**config.mk**
```make
export PLATFORM = sky130hd
export DESIGN_NAME = mem_stage_ctrl
export DESIGN_NICKNAME = d
export VERILOG_FILES = /design/src/rtl/mem_stage_ctrl.sv
export SDC_FILE = /design/constraint.sdc
export NUM_CORES = 1
export LEC_CHECK = 0
export CAP_MARGIN = 20
export CORE_MARGIN = 5
export CORE_UTILIZATION = 39
export CTS_CLUSTER_DIAMETER = 100
export DETAILED_ROUTE_END_ITERATION = 16
export HOLD_SLACK_MARGIN = 0.15
export PLACE_DENSITY = 0.87
export SKIP_LAST_GASP = 1
export SLEW_MARGIN = 25
export SYNTH_ARGS = -nofsm -noshare
export SYNTH_HDL_FRONTEND = slang
export SYNTH_SLANG_ARGS = --single-unit
```
**constraint.sdc**
```tcl
create_clock -name clk -period 6.9 [get_ports clk]
set_input_delay 1.725 -clock clk [delete_from_list [all_inputs] [get_ports clk]]
set_output_delay 1.725 -clock clk [all_outputs]
set_load 0.02 [all_outputs]
```
**src/rtl/mem_stage_ctrl.sv**
```systemverilog
// mem_stage_ctrl: MEM-stage data-memory handshake FSM with MEM/WB register and stall counter.
module mem_stage_ctrl #(
    parameter int XLEN = 32
) (
    input  logic            clk,
    input  logic            rst,
    input  logic [XLEN-1:0] MEM_alu_out,
    input  logic [XLEN-1:0] MEM_b2,
    input  logic [4:0]      MEM_rd,
    input  logic            MEM_we,
    input  logic            MEM_ld,
    input  logic            MEM_str,
    input  logic            MEM_byt,
    output logic            MEM_stall,
    output logic            dmem_req,
    output logic            dmem_wr,
    output logic [XLEN-1:0] dmem_addr,
    output logic [XLEN-1:0] dmem_wdata,
    output logic [3:0]      dmem_be,
    input  logic            dmem_ready,
    input  logic [XLEN-1:0] dmem_rdata,
    output logic [XLEN-1:0] WB_data,
    output logic [4:0]      WB_rd,
    output logic            WB_we,
    output logic [31:0]     stall_cnt
);
    typedef enum logic {IDLE, WAIT} state_t;
    state_t state;
    logic mem_op, is_st;
    logic [1:0] k;
    logic [7:0] lane;
    logic [XLEN-1:0] ld_data;
    // Request fields come straight from the frozen EX/MEM register, so they stay stable through WAIT.
    always_comb begin
        mem_op     = MEM_ld | MEM_str;
        is_st      = MEM_str & ~MEM_ld;
        k          = MEM_alu_out[1:0];
        lane       = dmem_rdata[8*k +: 8];
        ld_data    = MEM_byt ? XLEN'(lane) : dmem_rdata;
        MEM_stall  = (state == IDLE) ? mem_op : ~dmem_ready;
        dmem_req   = state == WAIT;
        dmem_wr    = is_st;
        dmem_addr  = {MEM_alu_out[XLEN-1:2], 2'b00};
        dmem_be    = MEM_byt ? 4'b0001 << k : 4'hF;
        dmem_wdata = MEM_byt ? {(XLEN/8){MEM_b2[7:0]}} : MEM_b2;
    end
    always_ff @(posedge clk) begin
        if (rst) begin
            state     <= IDLE;
            WB_data   <= '0;
            WB_rd     <= '0;
            WB_we     <= 1'b0;
            stall_cnt <= '0;
        end else begin
            state     <= (state == IDLE) ? (mem_op ? WAIT : IDLE) : (dmem_ready ? IDLE : WAIT);
            WB_we     <= ~MEM_stall & ~is_st & MEM_we;
            WB_rd     <= MEM_stall ? '0 : MEM_rd;
            WB_data   <= MEM_stall ? '0 : MEM_ld ? ld_data : MEM_alu_out;
            stall_cnt <= stall_cnt + 32'(MEM_stall && stall_cnt != '1);
        end
    end
endmodule

```
==> results.py <==
metrics = {
    "worst_setup_path": {
        "end_kind": "output port",
        "crit_arrival_ns": 3.83,
        "ff2ff_setup_slack_ns": 3.36,
        "worst-path-max-fanout": 29,
        "criticalPathCategory": "input pin to output port",
        "cpMaxStageDelayCell": "clkdlybuf4s50_1",
        "crit_chain": "clkdlybuf4s50_1, buf_4, o21ai_1, clkdlybuf4s50_1",
        "crit_top_cell": "clkdlybuf4s50_1",
        "max_stage_delay_ns": 0.75,
        "startpoint_type": "input pin",
        "cp.required_ns": 5.18,
    },
    "floorplanning": {
        "io_pins": 249,
        "dieWidth_um": 107.6,
        "coreArea_mm2": 0.009284,
        "rows": 35,
        "chipHeight_um": 107.6,
        "die_area_mm2": 0.01159,
        "start_util_pct": 40.05,
    },
    "routing": {
        "wire_per_inst_um": 17.53,
        "met2_length_mm": 6.968,
        "drt-met1-wl_mm": 5.314,
        "vias": 3992,
        "dr.pass1.iters": 4,
        "drc": 0,
        "postRouteAntennaNets": 0,
        "dr_wl_met3_mm": 1.248,
        "highest_layer": "met4",
        "drt_iter0_drc": 195,
        "routed_via_density": 5.009,
        "finalWirelength_mm": 13.97,
    },
    "global_route": {
        "antenna_found_initial": 0,
        "grt_pass1_wl_mm": 21.54,
        "first_global_vias": 4053,
        "grt-ovfl-total": 0,
        "grt_use_total_pct": 23.80,
        "grt_start_max_net_pins": 44,
    },
    "job": {
        "max-cap-violations": 0,
    },
    "layout": {
        "fill_cells": 781,
        "final_common_cell": "clkdlybuf4s50_1",
        "regArea_mm2": 0.001421,
        "multi_input_area_mm2": 0.001728,
        "diodes": 0,
        "area_growth_pct": 65.92,
        "drive_above_1_share_pct": 4.790,
        "fin_nets": 773,
        "layout.cells.most_common_list": "clkdlybuf4s50_1 (246), dfxtp_1 (71), o21ai_0 (44), a21oi_1 (44), nor2_1 (43)",
    },
    "yosys": {
        "syn-cell-area_mm2": 0.003719,
        "synth_xor_area_share_pct": 2.120,
        "syn-instance-count": 468,
        "synth_flop_cell": "dfxtp_1",
        "ys_seq_elements": 71,
        "muxShareOfSynthArea_pct": 2.456,
        "syn_area_per_cell_um2": 7.946,
        "synth_edf_count": 0,
        "yosysWarnings": 0,
        "synth-simple-area-share_pct": 23.15,
        "ys_seq_area_share_pct": 38.22,
        "synthAdderAreaFrac_pct": 0.6729,
        "async_reset_ff_share_pct": 0,
        "synth_top_family_by_area": "simple AND/OR/NAND/NOR gates",
        "synth_cell_types": 43,
        "synth_compound_area_share_pct": 17.87,
    },
    "sta": {
        "skew_ns": 0.01221,
        "hold_violations": 0,
        "tightest_slew_ns": 0.5388,
        "fmaxAchievable_mhz": 180.1,
        "fin_crit_ns": 5.554,
        "finalSetupViolations": 0,
        "rsz0062_at_grt": "no",
        "holdWs_ns": 0.5098,
        "finalCritPeriodShare_pct": 80.49,
        "maxSlewViolCount": 0,
        "setup-tns-final_ns": 0,
        "slew_headroom_pct": 63.84,
    },
    "pwr": {
        "p_leak_uw": 0.002240,
        "irDropWorstVdd_uv": 123.2,
        "power.density_mw_per_mm2": 171.5,
    },
    "clocking": {
        "cts_hold_buf": 0,
        "cts_setup_buffers": 0,
        "clk_pin_slew_ns": 0.08,
        "ctsLongestPathBuffers": 2,
        "cts_root_buffer": "clkbuf_8",
        "clkLatencyLatePin_ns": 0.35,
        "cts.sinks": 71,
        "cts_resized": 0,
        "numCtsBuffers": 9,
        "cts_tree": "yes",
        "htreeDepth": 3,
    },
    "hold_path": {
        "hold_class": "flip-flop to flip-flop",
    },
    "place": {
        "gp_congestion": 0.9373,
        "dp_hpwl_mm": 11.30,
        "numPortBuffers": 246,
    },
    "status": {
        "status": "complete, no violations",
    },
}
==> per-layer routing <==
layer | track usage, % | vias up
li1 | - | 1953
met1 | 26.46 | 1822
met2 | 40.59 | 184
met3 | 8.998 | 33
met4 | 10.01 | 0
met5 | 0 | -
==> where the power goes <==
part           internal [µW]  switching, µW  leakage (µW)  total [µW]
registers                421           5.45      0.000576         426
logic                    138            126       0.00156         263
clock network            206            163      0.000103         368
==> synth_stat cells, types with 2 or more instances <==
master	instances	area, µm²
a22oi_1	8	60.06
o21ai_0	44	220.2
mux2i_1	8	80.08
or4_1	13	97.59
o31ai_1	11	82.58
xor2_1	2	17.52
a211oi_1	8	60.06
nand3_2	2	20.02
buf_4	40	300.3
nand4_1	5	31.28
buf_1	2	7.510
dfxtp_1	71	1421
or3_1	6	37.54
nand3_1	5	25.02
clkbuf_1	21	78.83
and2_1	5	31.28
nor4_1	2	12.51
inv_1	35	131.4
nor2_1	43	161.4
nor2b_1	28	175.2
nand2b_1	2	12.51
nor3_1	4	20.02
nand2_1	19	71.32
or3_2	4	30.03
a21oi_1	44	220.2
buf_6	4	45.04
ha_1	2	25.02
xnor2_1	7	61.31
nand3b_1	9	67.56
==> worst paths after layout <==
path	start	end	depth (start not counted)
worst max-delay path	MEM_byt	dmem_be[0]	4
worst min-delay path	stall_cnt[17]$_SDFF_PP0_	stall_cnt[17]$_SDFF_PP0_	2
worst max register to register	stall_cnt[14]$_SDFF_PP0_	stall_cnt[24]$_SDFF_PP0_	10
worst min register to register	stall_cnt[17]$_SDFF_PP0_	stall_cnt[17]$_SDFF_PP0_	2
==> worst max-delay path: cells and delay by family <==
kind,cells,cell delay [ns]
compound gates,1,0.33
buf+inv,3,1.77
==> cells by family after synthesis <==
family / Yosys count
AO/OA/AOI/OAI: 118
XOR/XNOR: 9
adder cells (fa/ha/maj): 2
buffers and inverters: 104
flip-flops: 71
multiplexers: 9
other: 1
AND/OR/NAND/NOR: 154
==> flip-flops by register name, indices dropped and copies added (netlist names) <==
signal	cells
dmem_req	1
WB_we	1
WB_data	32
WB_rd	5
stall_cnt	32
==> final cells by class <==
class	instances	area share [%]
Clock buffer	10	2.069
Clock inverter	6	1.501
Tap cell	129	2.616
Timing Repair Buffer	252	40.64
Multi-Input combinational cell	294	28.01
Inverter	35	2.129
Sequential cell	71	23.04
==> metrics by stage <==
| stage | util, % | cells | setup slack (ns) | power, µW | area [µm²] |
|---|---|---|---|---|---|
| after global placement | 64.08 | 781 | 1.461 | 694.8 | 5949 |
| after CTS | 66.46 | 797 | 1.378 | 1072 | 6170 |
| after detailed placement | 64.08 | 781 | 1.382 | 699.1 | 5949 |
| after floorplan | - | 469 | 2.549 | 556.8 | 3722 |
| final | 66.46 | 797 | 1.346 | 1058 | 6170 |
| after global routing | 66.46 | 797 | 1.238 | 1102 | 6170 |
Note: power is estimated with default switching activity, not from simulation.
